$ cat config.mk
export PLATFORM = sky130hd
export DESIGN_NAME = priority_encoder_seq
export DESIGN_NICKNAME = d
export VERILOG_FILES = /design/src/rtl/priority_encoder_seq.sv
export SDC_FILE = /design/constraint.sdc
export NUM_CORES = 1
export LEC_CHECK = 0
export ABC_AREA = 0
export BUFFER_PORTS_ARGS = -buffer_cell sky130_fd_sc_hd__clkbuf_2
export CAP_MARGIN = 25
export CORE_MARGIN = 5
export CORE_UTILIZATION = 30
export CTS_CLUSTER_SIZE = 12
export DETAILED_ROUTE_END_ITERATION = 8
export PLACE_DENSITY_LB_ADDON = 0.12
export SYNTH_ARGS = -nofsm -noshare
export SYNTH_HDL_FRONTEND = slang
export SYNTH_SLANG_ARGS = --single-unit
export TNS_END_PERCENT = 50
$ cat constraint.sdc
create_clock -name clk -period 5.34 [get_ports clk]
set_clock_uncertainty 0.1 [all_clocks]
set_input_delay 1.068 -clock clk [delete_from_list [all_inputs] [get_ports clk]]
set_output_delay 1.068 -clock clk [all_outputs]
set_load 0.05 [all_outputs]
$ cat src/rtl/priority_encoder_seq.sv
// Sequential priority encoder: request pulses are latched into a sticky pending
// register and the highest-index pending bit is offered as a binary index under valid/ready.
module priority_encoder_seq #(
    parameter int N = 8,
    parameter int W = 3
) (
    input  logic         clk,
    input  logic         rst,
    input  logic         en,
    input  logic [N-1:0] x,
    input  logic         ready,
    output logic [W-1:0] y,
    output logic         valid,
    output logic [N-1:0] pending,
    output logic         multi
);

    localparam logic ST_IDLE    = 1'b0;
    localparam logic ST_PRESENT = 1'b1;

    logic         state_q, state_d;
    logic [W-1:0] y_q, y_d;
    logic [N-1:0] pend_q, pend_d;
    logic [N-1:0] clr;
    logic [N-1:0] set;
    logic [W-1:0] hi_idx;
    logic         acc;

    assign acc = (state_q == ST_PRESENT) && ready;
    assign set = en ? x : '0;

    always_comb begin
        clr = '0;
        if (acc) begin
            clr[y_q] = 1'b1;
        end
    end

    // set is OR-ed after the clear so a same-cycle re-request survives the accept
    assign pend_d = (pend_q & ~clr) | set;

    always_comb begin
        hi_idx = '0;
        for (int unsigned i = 0; i < N; i++) begin
            if (pend_d[i]) begin
                hi_idx = W'(i);
            end
        end
    end

    always_comb begin
        state_d = state_q;
        y_d     = y_q;
        case (state_q)
            ST_IDLE: begin
                if (pend_d != '0) begin
                    state_d = ST_PRESENT;
                    y_d     = hi_idx;
                end
            end
            ST_PRESENT: begin
                // no pre-emption: y only moves once the current offer is accepted
                if (ready) begin
                    if (pend_d != '0) begin
                        y_d = hi_idx;
                    end else begin
                        state_d = ST_IDLE;
                    end
                end
            end
            default: state_d = ST_IDLE;
        endcase
    end

    always_ff @(posedge clk) begin
        if (rst) begin
            state_q <= ST_IDLE;
            y_q     <= '0;
            pend_q  <= '0;
        end else begin
            state_q <= state_d;
            y_q     <= y_d;
            pend_q  <= pend_d;
        end
    end

    assign y       = y_q;
    assign valid   = (state_q == ST_PRESENT);
    assign pending = pend_q;
    assign multi   = (pend_q & (pend_q - N'(1))) != '0;

endmodule

# Word level (Yosys, flattened, before mapping)
# Index checks and enable logic that the tools add are counted.
[word_totals]
reg_bits = 12
inputBits = 12
out_inout_bits = 13
word_cells = 33
[op_classes]
addsub = 1
n_lt_le_gt_ge = 2
n_eq_ne = 1
n_mux = 17
bitwise = 5
n_reduce_logical = 4
[ops]
columns = ["cell", "count"]
rows = [
  ["$mux W3", 8],
  ["$and A8 B8 Y8", 2],
  ["$mux W8", 2],
  ["$reduce_bool A8 Y1", 2],
  ["$not A8 Y8", 1],
  ["$or A8 B8 Y8", 1],
  ["$sub A8 B1 Y8 const B", 1],
  ["$pmux W3 S2", 1],
  ["$lt A3 B4 Y1 const B", 1],
  ["$mux W1", 4],
  ["$demux W1 S3", 1],
  ["$ge A3 B1 Y1 const B", 1],
  ["$logic_and A1 B1 Y1", 2],
  ["$ne A2 B2 Y1 const B", 1],
  ["$pmux W1 S2", 1],
  ["$not A1 Y1", 1],
]

# Depth between registers and ports, before layout
# Gate-level depths: netlist of run 1.
[depth]
word_depth = 18
ltp_mapped = 7
mapped_depth_nobuf = 6

# Worst setup path before layout of run 1
# OpenSTA, ideal clock, no wires.
[synth_timing]
path_kind = "register to output"
from = "reg pend_q[2] (netlist: pending[2])"
to = "out multi"
arrival_ns = 1.946
required_time_ns = 4.172
setup_slack_ns = 2.226
path_stages_with_launch = 6
path_buffers = 0
cell_sequence = "dfxtp_1 nor3_1 nand2b_1 maj3_1 nor3_1 o22ai_1"
[synth_via]
elab_chain_cells = 3
[synth_rtl]
columns = ["element", "line_no", "rtl"]
rows = [
  ["start, declared", "23", "logic [N-1:0] pend_q, pend_d;"],
  ["start signal, assigned", "83", "pend_q <= pend_d;"],
  ["$sub A8 B1 Y8", "90", "assign multi = (pend_q & (pend_q - N'(1))) != '0;"],
  ["$and A8 B8 Y8 (*)", "90", ""],
  ["$reduce_bool A8 Y1 (*)", "90", ""],
  ["end, declared", "15", "output logic multi"],
]
# Every way passes the cells marked *; elsewhere a longest branch is shown, timed or not.

# Worst setup path in the final report of run 1
# Same ends and word-level chain as after synthesis.

==> results by stage, run 1 <==
Run status:
- The flow ran to the end, and the final reports show no timing, DRC or antenna violations.

STA:
- Setup repair after global routing left no endpoint under its margin.
- The count of pins over their slew limit is 0.
- The routed design could run at a clock period as short as 3080 ps.
- After layout, the worst path uses 57.7% of the clock period.
- The final count of hold timing violations is 0.
- At the pin with the least slew margin, the transition time is 462 ps.
- Setup violations remaining at the end of the flow were counted as 0.
- Measured against its own limit, the worst slew margin works out to 69.2%.
- The sum of negative setup slack is 0 ps.
- Based on the critical path, the design can be clocked at up to 325 MHz.
- On the final layout, the worst hold slack is 433 ps.

Clock network:
- The register clock-pin slew on the reported worst setup and hold paths is 80 ps.
- The maximum buffer depth of the clock tree is 2.
- TritonCTS built the clock tree.
- After clock tree synthesis, the flow added hold-fix buffers numbering 0.
- Clock latency on the worst-skew pair, taken at its later pin, is 270 ps.
- The number of levels in the clock H-tree is 1.
- CTS saw 12 sinks.
- The cell at the root of the clock tree is sky130_fd_sc_hd__clkbuf_4.
- The post-cts sizing count is 0.
- Buffers added to address setup during post-CTS repair amount to 0.
- The number of buffers inserted during clock tree synthesis is 3.

Critical path:
- The critical path is of the reg2out type.
- STA classifies the critical path startpoint as a flip-flop.
- The cell depth of the worst flop-to-flop path is 5.
- STA puts the critical path data arrival time at 1910 ps.
- In this design, the stage delay of the slowest critical-path cell is 370 ps.
- Data on the critical path is required at its endpoint by 4170 ps.
- The kind of cell with the highest combined delay on the critical path is simple AND/OR/NAND/NOR gates.
- In this run the worst path has a maximum fanout of 7.
- The beginning of the worst register-to-register path is y[0]$_SDFFE_PP0P_.
- On the critical path, the stage with the largest delay is an instance of sky130_fd_sc_hd__dfxtp_1.
- The critical path goes through nor3_1, nand2b_1, maj3_1, nor3_1, o22ai_1, clkbuf_2.
- The setup slack of the worst register-to-register path is 3240 ps.
- The nature of the critical path endpoint is a primary output.
- The number of buffers and inverters on the critical path is 1.
- The critical register-to-register path endpoint is y[0]$_SDFFE_PP0P_.
- The most used cell along the critical path is sky130_fd_sc_hd__nor3_1.

Place:
- The placer congestion estimate is 0.684.
- Detailed placement ended at an HPWL of 1.56 mm.
- The count of input and output buffers is 24.

Global route:
- The initial antenna violation count came to 0.
- The first global-routing pass estimated 3.25 mm of wire.
- For this run the aggregate overflow at the end of global routing stands at 0.
- The total routing usage reported by global routing is 12.1%.
- The via count of the first global-routing pass is 720.
- Entering global routing, the biggest net connects 13 pins.

Power:
- The leakage power is 0.386 nW.
- The maximum ir drop on the vdd rail is 146 uV.
- The design draws 0.000267 W.
- The power per cell area is 291 nW/um^2.

Detailed routing:
- The remaining routing DRC violations is 0.
- In the final routed layout, each cell accounts on average for 14.2 um.
- The count of nets left with antenna violations once routing finished came out at 0.
- The first-pass iteration count of the detailed router is 4.
- The count of routing violations after the opening detailed-route iteration is 11.
- Dividing the detail-routed via count by the number of cells gives 5.16.
- After detailed routing, the total wire length is 1.94 mm.
- Detailed routing inserted a total of 707 vias.

Floorplan:
- The vertical extent of the die is 60.1 um.
- Once the floorplan was initialized, standard cells occupied 31.0% of the core.
- The initialized floorplan defines 18 standard-cell rows.
- The horizontal die dimension is 60.1 um.
- The floorplan core area is 2430 um^2.
- For this design the top-level I/O count stands at 25.
- The floorplan step defined a die boundary enclosing 3610 um^2.

Synthesis:
- Summing every instance area after synthesis gives 753 um^2.
- Averaged over all synthesized cells, the footprint is 9.07 um^2.
- In the synthesized netlist, the number of instances is 83.
- After synthesis, flip-flops and latches occupy 31.9% of the total area.
- The warning count from the yosys run is 0.
- The net count after synthesis is 95.
- Yosys mapped the design onto 33 distinct sky130hd cell types.
- The number of flip-flops and latches in the synthesized netlist is 12.

Final layout:
- Of the cells placed in the final design, the portion with a size suffix greater than 1 is 31.8%.
- The number of diodes is 0.
- From synthesis to final layout, the design area changed by 21.4%.
- The count of filler cells inserted in the layout is 273.
- Measured on the finished design, the core utilization comes to 37.6%.
- For this run, the post-layout net count is 121.

Job:
- Max-cap violations in this run came to 0.

Min path:
- For hold timing, the worst endpoint is y[2]$_SDFFE_PP0P_.
- The startpoint identified for the worst hold timing path is y[2]$_SDFFE_PP0P_.
- The instance count along the most critical hold path is 2.
- The min-delay analysis places its worst path in the category reg2reg.
Yosys cell counts:
library cell                count  area, um^2
sky130_fd_sc_hd__a2111oi_0      1        8.76
sky130_fd_sc_hd__a211o_1        1        8.76
sky130_fd_sc_hd__a21boi_0       1        7.51
sky130_fd_sc_hd__a21oi_1        9        45.0
sky130_fd_sc_hd__a221oi_2       1        15.0
sky130_fd_sc_hd__a221oi_4       1        26.3
sky130_fd_sc_hd__a22o_1         1        8.76
sky130_fd_sc_hd__and2b_1        1        7.51
sky130_fd_sc_hd__buf_6          1        11.3
sky130_fd_sc_hd__clkbuf_1       2        7.51
sky130_fd_sc_hd__dfxtp_1       12         240
sky130_fd_sc_hd__inv_1          1        3.75
sky130_fd_sc_hd__maj3_1         2        20.0
sky130_fd_sc_hd__mux2i_1        3        30.0
sky130_fd_sc_hd__nand2_1        5        18.8
sky130_fd_sc_hd__nand2b_1       1        6.26
sky130_fd_sc_hd__nand3_1        1        5.00
sky130_fd_sc_hd__nand3_2        1        10.0
sky130_fd_sc_hd__nand3_4        1        17.5
sky130_fd_sc_hd__nand4_1        1        6.26
sky130_fd_sc_hd__nand4b_1       2        17.5
sky130_fd_sc_hd__nand4bb_4      1        27.5
sky130_fd_sc_hd__nor2_1         7        26.3
sky130_fd_sc_hd__nor2b_1        3        18.8
sky130_fd_sc_hd__nor3_1         4        20.0
sky130_fd_sc_hd__nor4_1         1        6.26
sky130_fd_sc_hd__o21a_1         5        37.5
sky130_fd_sc_hd__o21ai_0        8        40.0
sky130_fd_sc_hd__o21ai_1        1        5.00
sky130_fd_sc_hd__o21ai_2        1        8.76
sky130_fd_sc_hd__o22ai_1        1        6.26
sky130_fd_sc_hd__o41ai_4        1        27.5
sky130_fd_sc_hd__or2b_1         1        7.51
cells by family (layout without fill, tap and decap cells):
group	after synthesis	count (layout)	share of synthesized area [%]
mux	3	3	3.99
compound gates	32	32	32.6
simple gates	30	30	25.9
fa+ha+maj	2	2	2.66
buf+inv	4	28	2.99
flops	12	12	31.9
layout by cell type, fill, tap and decap left out:
master,netlist,routed
sky130_fd_sc_hd__a211o_1,1,1
sky130_fd_sc_hd__mux2i_1,3,3
sky130_fd_sc_hd__nand2_1,5,5
sky130_fd_sc_hd__dfxtp_1,12,12
sky130_fd_sc_hd__nand2b_1,1,1
sky130_fd_sc_hd__nor4_1,1,1
sky130_fd_sc_hd__and2b_1,1,1
sky130_fd_sc_hd__nor2b_1,3,3
sky130_fd_sc_hd__clkbuf_2,0,24
sky130_fd_sc_hd__a22o_1,1,1
sky130_fd_sc_hd__nand3_2,1,1
sky130_fd_sc_hd__o21ai_2,1,1
sky130_fd_sc_hd__o21ai_1,1,1
sky130_fd_sc_hd__nor3_1,4,4
sky130_fd_sc_hd__a21oi_1,9,9
sky130_fd_sc_hd__o22ai_1,1,1
sky130_fd_sc_hd__a221oi_4,1,1
sky130_fd_sc_hd__nor2_1,7,7
sky130_fd_sc_hd__nand4bb_4,1,1
sky130_fd_sc_hd__a2111oi_0,1,1
sky130_fd_sc_hd__nand4b_1,2,2
sky130_fd_sc_hd__o21a_1,5,5
sky130_fd_sc_hd__clkbuf_4,0,3
sky130_fd_sc_hd__inv_1,1,1
sky130_fd_sc_hd__maj3_1,2,2
sky130_fd_sc_hd__a21boi_0,1,1
sky130_fd_sc_hd__nand3_1,1,1
sky130_fd_sc_hd__a221oi_2,1,1
sky130_fd_sc_hd__o21ai_0,8,8
sky130_fd_sc_hd__or2b_1,1,1
sky130_fd_sc_hd__nand3_4,1,1
sky130_fd_sc_hd__nand4_1,1,1
sky130_fd_sc_hd__o41ai_4,1,1
worst max-delay path by stage:
| stage | depth (start not counted) | startpoint | slack [ps] | end |
|---|---|---|---|---|
| 6_report | 6 | pending[2]$_SDFF_PP0_ | 2260 | multi |
| 5_1_grt | 6 | pending[2]$_SDFF_PP0_ | 2130 | multi |
| 4_1_cts | 6 | pending[2]$_SDFF_PP0_ | 2230 | multi |
| 3_5_place_dp | 6 | pending[2]$_SDFF_PP0_ | 2540 | multi |
| 3_3_place_gp | 6 | pending[2]$_SDFF_PP0_ | 2570 | multi |
| 2_1_floorplan | 5 | pending[2]$_SDFF_PP0_ | 2230 | multi |
per-layer routing:
| metal | GRT usage [%] | share of wire [%] | routed length (um) | vias to the layer above |
|---|---|---|---|---|
| met5 | 0 | 0 | 0 | - |
| met4 | 6.65 | 0.72 | 14 | 0 |
| met3 | 1.94 | 2.7 | 52 | 2 |
| met2 | 19.4 | 50 | 969 | 11 |
| met1 | 15.3 | 47 | 907 | 331 |
| li1 | - | - | - | 363 |
where the power goes:
| group | leakage [nW] | internal [W] | switching (W) | total, W |
|---|---|---|---|---|
| sequential | 0.100 | 0.0000972 | 0.0000135 | 0.000111 |
| clock | 0.0138 | 0.0000260 | 0.0000299 | 0.0000559 |
| combinational | 0.273 | 0.0000328 | 0.0000670 | 0.0000998 |
final cells by class:
cell class              instances  area, um^2  share of cell area, %
well taps                      30        37.5                   4.10
multi-input cells              67         490                   53.6
flip-flops and latches         12         240                   26.3
clock buffers                   3        22.5                   2.46
repair buffers                 24         120                   13.1
inverters                       1        3.75                  0.410
metrics by stage:
| step | setup WS [ps] | cell area [um^2] | instances |
|---|---|---|---|
| 2_1_floorplan | 2230 | 753 | 83 |
| 3_3_place_gp | 2570 | 892 | 134 |
| 3_5_place_dp | 2540 | 892 | 134 |
| 4_1_cts | 2230 | 915 | 137 |
| 5_1_grt | 2130 | 915 | 137 |
| 6_report | 2260 | 915 | 137 |
registers in the layout, indices dropped and copies added, names as in the netlist:
name     count
pending      8
valid        1
y            3
worst reg2reg max path: cells and delay by family (launching register included):
family / cells / cell delay (ps)
DFF: 1 / 610
and+or+nand+nor: 2 / 240
AOI/OAI and AO/OA: 2 / 730
muxes: 1 / 340
Note: power is estimated with default switching activity, not from simulation.
==> run 2: changes to the inputs <==
clock period = 3 ns   (was 5.34 ns; I/O delays follow)
==> results by stage, run 2 (same netlist as run 1, synthesis figures left out) <==
Run status:
- The flow ran to the end, and the final reports show no timing, DRC or antenna violations.

Critical path:
- The kind of start point of the critical path is a flip-flop.
- In this run the critical register-to-register path is launched from y[0]$_SDFFE_PP0P_.
- The critical register-to-register path endpoint is y[0]$_SDFFE_PP0P_.
- The required time of the critical path came to 2300 ps (-1870 ps).
- The setup slack of the worst register-to-register path was 880 ps (-2360 ps).
- The worst setup path is of the reg2out kind.
- The critical-path maximum fanout was 7 (unchanged).
- The cell depth of the worst flop-to-flop path is 5 (unchanged).
- The data arrival time of the critical path is 1910 ps (about the same).
- Tracing the worst setup path back leads to its startpoint at pending[2]$_SDFF_PP0_.
- The nature of the critical path endpoint is a primary output.

Floorplan:
- The number of standard-cell rows in the floorplan is 18 (unchanged).
- The horizontal die dimension is 60.1 um (unchanged).
- The initial core utilization is 31.0% (unchanged).
- The vertical extent of the die was 60.1 um (unchanged).
- The count of boundary I/O pins is 25 (unchanged).
- The floorplan core area is 2430 um^2 (unchanged).
- The area enclosed by the die boundary is 3610 um^2 (unchanged).

Final layout:
- The number of diodes is 0 (unchanged).
- The number of flip-flops in the largest register is 8 (unchanged).
- In the layout the commonest cells are sky130_fd_sc_hd__clkbuf_2 (24), sky130_fd_sc_hd__dfxtp_1 (12), sky130_fd_sc_hd__a21oi_1 (9).
- The count of filler cells inserted in the layout is 281 (+2.9%).
- The net total in the final layout is 121 (unchanged).
- The core utilization of the finished layout was 38.2% (+0.57 points).
- The most common cell after layout, fill and taps aside is sky130_fd_sc_hd__clkbuf_2.
- The share of final-layout standard cells stronger than drive strength 1 came to 32.4% (+0.63 points).
- The area growth from synthesis to layout is 23.3%.

Place:
- The placer congestion estimate came to 0.684 (unchanged).
- The count of input and output buffers is 24 (unchanged).
- The half-perimeter wire length after detailed placement is 1.54 mm (-1.3%).

Detailed routing:
- The count of routing violations after the opening detailed-route iteration came to 18 (+7).
- The total vias in the final route came to 721 (+2.0%).
- The final wirelength came to 1.91 mm (-1.9%).
- The first-pass iteration count of the detailed router is 4 (unchanged).
- The residual antenna-violating net count after detailed routing is 0 (unchanged).
- The ratio of routed vias to standard cells is 5.22 (+1.2%).
- The remaining routing DRC violations was 0 (unchanged).
- The final routed wire length divided by cell count is 13.8 um (-2.6%).

Clock network:
- The register clock-pin slew on the reported worst setup and hold paths was 80 ps (about the same).
- The post-cts sizing count came to 0 (unchanged).
- TritonCTS built the clock tree.
- The cell at the root of the clock tree is sky130_fd_sc_hd__clkbuf_4.
- The maximum buffer depth of the clock tree is 2 (unchanged).
- The number of hold-repair buffers added at the cts stage is 0 (unchanged).
- The number of levels in the clock H-tree is 1 (unchanged).
- The number of clock sinks seen by CTS is 12 (unchanged).
- The number of buffers inserted during clock tree synthesis is 3 (unchanged).
- The post-CTS setup buffer count is 0 (unchanged).
- The clock latency at the later pin of the worst-skew pair is 280 ps (about the same).

Min path:
- The capture endpoint of the worst hold path is y[2]$_SDFFE_PP0P_.
- The worst hold path belongs to the class reg2reg.
- The worst hold path begins at y[2]$_SDFFE_PP0P_.
- The instance count along the most critical hold path is 2 (unchanged).

STA:
- The maximum clock frequency is 383 MHz.
- The count of pins over their slew limit is 0 (unchanged).
- After layout, the worst path uses 87.0% of the clock period.
- The routed design could run at a clock period as short as 2610 ps.
- The sum of negative setup slack is 0 ps (unchanged).
- The worst max-slew margin expressed relative to the limit is 69.0% (-0.22 points).
- The final count of hold timing violations is 0 (unchanged).
- The transition time at the pin with the least slew margin was 465 ps (+3.31 ps).
- Setup repair after global routing left no endpoint under its margin.
- The final-report setup violation count came to 0 (unchanged).

Power:
- The maximum ir drop on the vdd rail is 348 uV (+140%).
- The leakage power is 0.394 nW (+1.9%).
- The power per cell area is 546 nW/um^2 (+87%).

Global route:
- The pin count of the biggest net entering global routing is 13 (unchanged).
- The total routing usage reported by global routing is 12.0% (-0.093 points).
- The total grt overflow was 0 (unchanged).
- The first-pass GRT wire length is 3.24 mm (-0.18%).
- The via count of the first global-routing pass was 731 (+1.5%).
- The initial antenna violation count is 0 (unchanged).

Job:
- The number of max-cap violations is 0 (unchanged).
-- run 2: worst max-delay path by stage --
stage | cells after the start | slack [ps] | endpoint
3_3_place_gp | 6 | 700 | multi
4_1_cts | 6 | 360 | multi
3_5_place_dp | 6 | 680 | multi
2_1_floorplan | 5 | 350 | multi
6_report | 6 | 390 | multi
5_1_grt | 6 | 270 | multi
-- run 2: final cells by class --
type	instances	area (um^2)	share of cell area, %
Inverter	1	3.75	0.404
Multi-Input combinational cell	67	490	52.8
Sequential cell	12	240	25.9
Timing Repair Buffer	24	120	12.9
Tap cell	30	37.5	4.04
Clock buffer	4	36.3	3.91
-- run 2: power by group --
group	internal [W]	total (W)	switching [W]	leakage [nW]
clock network	0.0000738	0.000133	0.0000587	0.0210
logic	0.0000585	0.000177	0.000119	0.273
registers	0.000173	0.000197	0.0000242	0.100
-- run 2: worst max-delay path, cell delays in order (launching register included) --
cell                       delay, ps
sky130_fd_sc_hd__dfxtp_1         370
sky130_fd_sc_hd__nor3_1          280
sky130_fd_sc_hd__nand2b_1        120
sky130_fd_sc_hd__maj3_1          350
sky130_fd_sc_hd__nor3_1          150
sky130_fd_sc_hd__o22ai_1         100
sky130_fd_sc_hd__clkbuf_2        260
-- run 2: through the flow --
step           instance area (um^2)  hold WS, ps  power (W)  setup slack (ps)  instances
2_1_floorplan                   753          566   0.000338               354         83
3_3_place_gp                    892          432   0.000380               696        134
3_5_place_dp                    892          424   0.000381               675        134
4_1_cts                         928          436   0.000513               357        138
5_1_grt                         928          480   0.000536               274        138
6_report                        928          435   0.000507               389        138
-- run 2: routing by layer --
layer / part of all wire, % / track usage [%] / wire, um / vias up
met2: 49 / 20.4 / 933 / 15
met4: 1.0 / 2.85 / 20 / 0
li1: - / - / - / 363
met1: 44 / 14.0 / 847 / 341
met3: 5.5 / 4.97 / 105 / 2
met5: 0 / 0 / 0 / -
==> run 3: changes to the inputs <==
==> constraint.sdc (replaced) <==
create_clock -name clk -period 3 [get_ports clk]
set_clock_uncertainty 0.1 [all_clocks]
set_input_delay 0.6 -clock clk [delete_from_list [all_inputs] [get_ports clk]]
set_output_delay 0.6 -clock clk [all_outputs]
set_load 0.02 [all_outputs]
==> results by stage, run 3 (same netlist as run 1, synthesis figures left out) <==
Global route:
- The initial antenna violation count is 0 (unchanged).
- The highest-utilization routing layer at the global route stage is met2.
- The global routing met3 resource utilization is 3.02% (-1.9 points).
- The first-pass GRT wire length is 3.03 mm (-6.6%).
- The global routing met1 resource utilization is 14.6% (+0.62 points).
- The met2 global-route usage is 17.9% (-2.5 points).
- The pin count of the biggest net entering global routing is 13 (unchanged).
- The total routing usage reported by global routing came to 11.4% (-0.62 points).
- The total grt overflow is 0 (unchanged).
- The via count of the first global-routing pass is 660 (-9.7%).

STA:
- The worst max-slew margin expressed relative to the limit was 70.0% (+1.1 points).
- The sum of negative setup slack is 0 ps (unchanged).
- The post-route minimum period was 2510 ps (-98.0 ps).
- The final-report setup violation count is 0 (unchanged).
- The part of the cycle the worst path needs is 83.8% (-3.3 points).
- The transition time at the pin with the least slew margin is 449 ps (-16.2 ps).
- Setup repair after global routing left no endpoint under its margin.
- The maximum clock frequency is 398 MHz (+3.9%).
- The worst hold slack came to 442 ps (+6.48 ps).
- The final count of hold timing violations is 0 (unchanged).
- The count of pins over their slew limit is 0 (unchanged).

Detailed routing:
- The count of routing violations after the opening detailed-route iteration is 15 (-3).
- The final routed wire length divided by cell count is 13.6 um (-1.9%).
- The remaining routing DRC violations is 0 (unchanged).
- The final wirelength is 1.87 mm (-1.9%).
- The ratio of routed vias to standard cells was 5.20 (-0.55%).
- The residual antenna-violating net count after detailed routing is 0 (unchanged).
- The first-pass iteration count of the detailed router came to 4 (unchanged).
- The total vias in the final route is 717 (-0.55%).

Min path:
- In this run the most critical hold path is launched from y[2]$_SDFFE_PP0P_.
- In this run the worst hold path is classified as reg2reg.

Final layout:
- The core utilization of the finished layout came to 38.2% (unchanged).
- Leaving out fill and tap cells, the most frequent cells in the layout are sky130_fd_sc_hd__clkbuf_2 (24), sky130_fd_sc_hd__dfxtp_1 (12), sky130_fd_sc_hd__a21oi_1 (9).
- The number of diodes is 0 (unchanged).
- Leaving out fill and tap cells, the most frequent cell in the layout is sky130_fd_sc_hd__clkbuf_2.
- The count of filler cells inserted in the layout is 256 (-8.9%).
- The post-route cell area is 928 um^2 (unchanged).
- The number of flip-flops in the largest register is 8 (unchanged).
- The area growth from synthesis to final layout is 23.3% (unchanged).
- The share of final-layout standard cells stronger than drive strength 1 is 32.4% (unchanged).
- The net total in the final layout is 121 (unchanged).

Critical path:
- The startpoint-to-endpoint class of the critical path is reg2out.
- STA classifies the critical path startpoint as a flip-flop.
- The nature of the critical path endpoint is a primary output.
- The critical path goes through nor3_1, nand2b_1, maj3_1, nor3_1, o22ai_1, clkbuf_2.
- The slowest cell on the critical path is sky130_fd_sc_hd__dfxtp_1.
- Counting stages on the worst path, the most repeated cell is sky130_fd_sc_hd__nor3_1.
- The data arrival time of the critical path came to 1810 ps (-100 ps).
- The beginning of the worst register-to-register path is y[0]$_SDFFE_PP0P_.
- Broken down by cell family, the worst path's largest delay share belongs to simple AND/OR/NAND/NOR gates.
- The critical-path maximum fanout was 7 (unchanged).
- The most critical setup path has its startpoint at pending[2]$_SDFF_PP0_.
- The maximum cell stage delay along the critical path is 370 ps (about the same).
- The required time of the critical path is 2300 ps (about the same).
- The number of buffers and inverters on the critical path came to 1 (unchanged).

Clock network:
- The cell at the root of the clock tree is sky130_fd_sc_hd__clkbuf_4.
- The post-cts sizing count is 0 (unchanged).
- The number of buffers inserted during clock tree synthesis is 3 (unchanged).
- The clock tree from TritonCTS is built.
- The number of clock sinks seen by CTS is 12 (unchanged).
- The number of levels in the clock H-tree is 1 (unchanged).
- The maximum buffer depth of the clock tree is 2 (unchanged).
- The register clock-pin slew on the reported worst setup and hold paths was 80 ps (about the same).
- The clock latency at the later pin of the worst-skew pair is 270 ps (about the same).
- The number of hold-repair buffers added at the cts stage is 0 (unchanged).
- The post-CTS setup buffer count is 0 (unchanged).

Power:
- The power per cell area came to 502 nW/um^2 (-8.1%).
- The maximum ir drop on the vdd rail is 205 uV (-41%).
- The leakage power is 0.394 nW (unchanged).

Place:
- The count of input and output buffers is 24 (unchanged).
- The post-placement cell area came to 892 um^2 (unchanged).
- The placer congestion estimate is 0.685 (+0.19%).

Floorplan:
- The number of standard-cell rows in the floorplan is 18 (unchanged).
- The initial core utilization is 31.0% (unchanged).
- The area enclosed by the die boundary came to 3610 um^2 (unchanged).
- The vertical extent of the die is 60.1 um (unchanged).
- The count of boundary I/O pins is 25 (unchanged).
- The floorplan core area came to 2430 um^2 (unchanged).
- The horizontal die dimension is 60.1 um (unchanged).

Job:
- The number of max-cap violations is 0 (unchanged).

Run status:
- The run finished with clean final reports.
run 3: report_power, final:
group | total (W) | internal, W | switching, W
Clock | 0.000130 | 0.0000736 | 0.0000563
Sequential | 0.000198 | 0.000173 | 0.0000247
Combinational | 0.000139 | 0.0000585 | 0.0000801
Total | 0.000466 | 0.000305 | 0.000161
run 3: path summary, 6_finish.rpt:
path | endpoint | slack [ps] | depth (start not counted)
worst max-delay path | multi | 490 | 6
worst min register to register | y[2]$_SDFFE_PP0P_ | 440 | 2
worst max register to register | y[0]$_SDFFE_PP0P_ | 920 | 5
worst min-delay path | y[2]$_SDFFE_PP0P_ | 440 | 2
run 3: metrics by stage:
step	worst slack, ps	total power, W	std cells
6_report	487	0.000466	138
5_1_grt	386	0.000495	138
4_1_cts	453	0.000470	138
3_5_place_dp	722	0.000342	134
3_3_place_gp	770	0.000342	134
2_1_floorplan	914	0.000300	83
run 3: metal layers:
layer	wire length (um)	vias up
met4	21	0
met3	80	2
met1	867	337
met5	0	-
met2	900	11
li1	-	367
run 3: area by class of cell:
class	count	area, um^2	share of cell area [%]
inverters	1	3.75	0.404
well taps	30	37.5	4.04
flip-flops and latches	12	240	25.9
multi-input cells	67	490	52.8
repair buffers	24	120	12.9
clock buffers	4	36.3	3.91
run 3: tightest hold or removal path, stage by stage, from the launching register on:
cell and delay (ps):
sky130_fd_sc_hd__dfxtp_1 370, sky130_fd_sc_hd__nand2_1 80, sky130_fd_sc_hd__a21oi_1 60
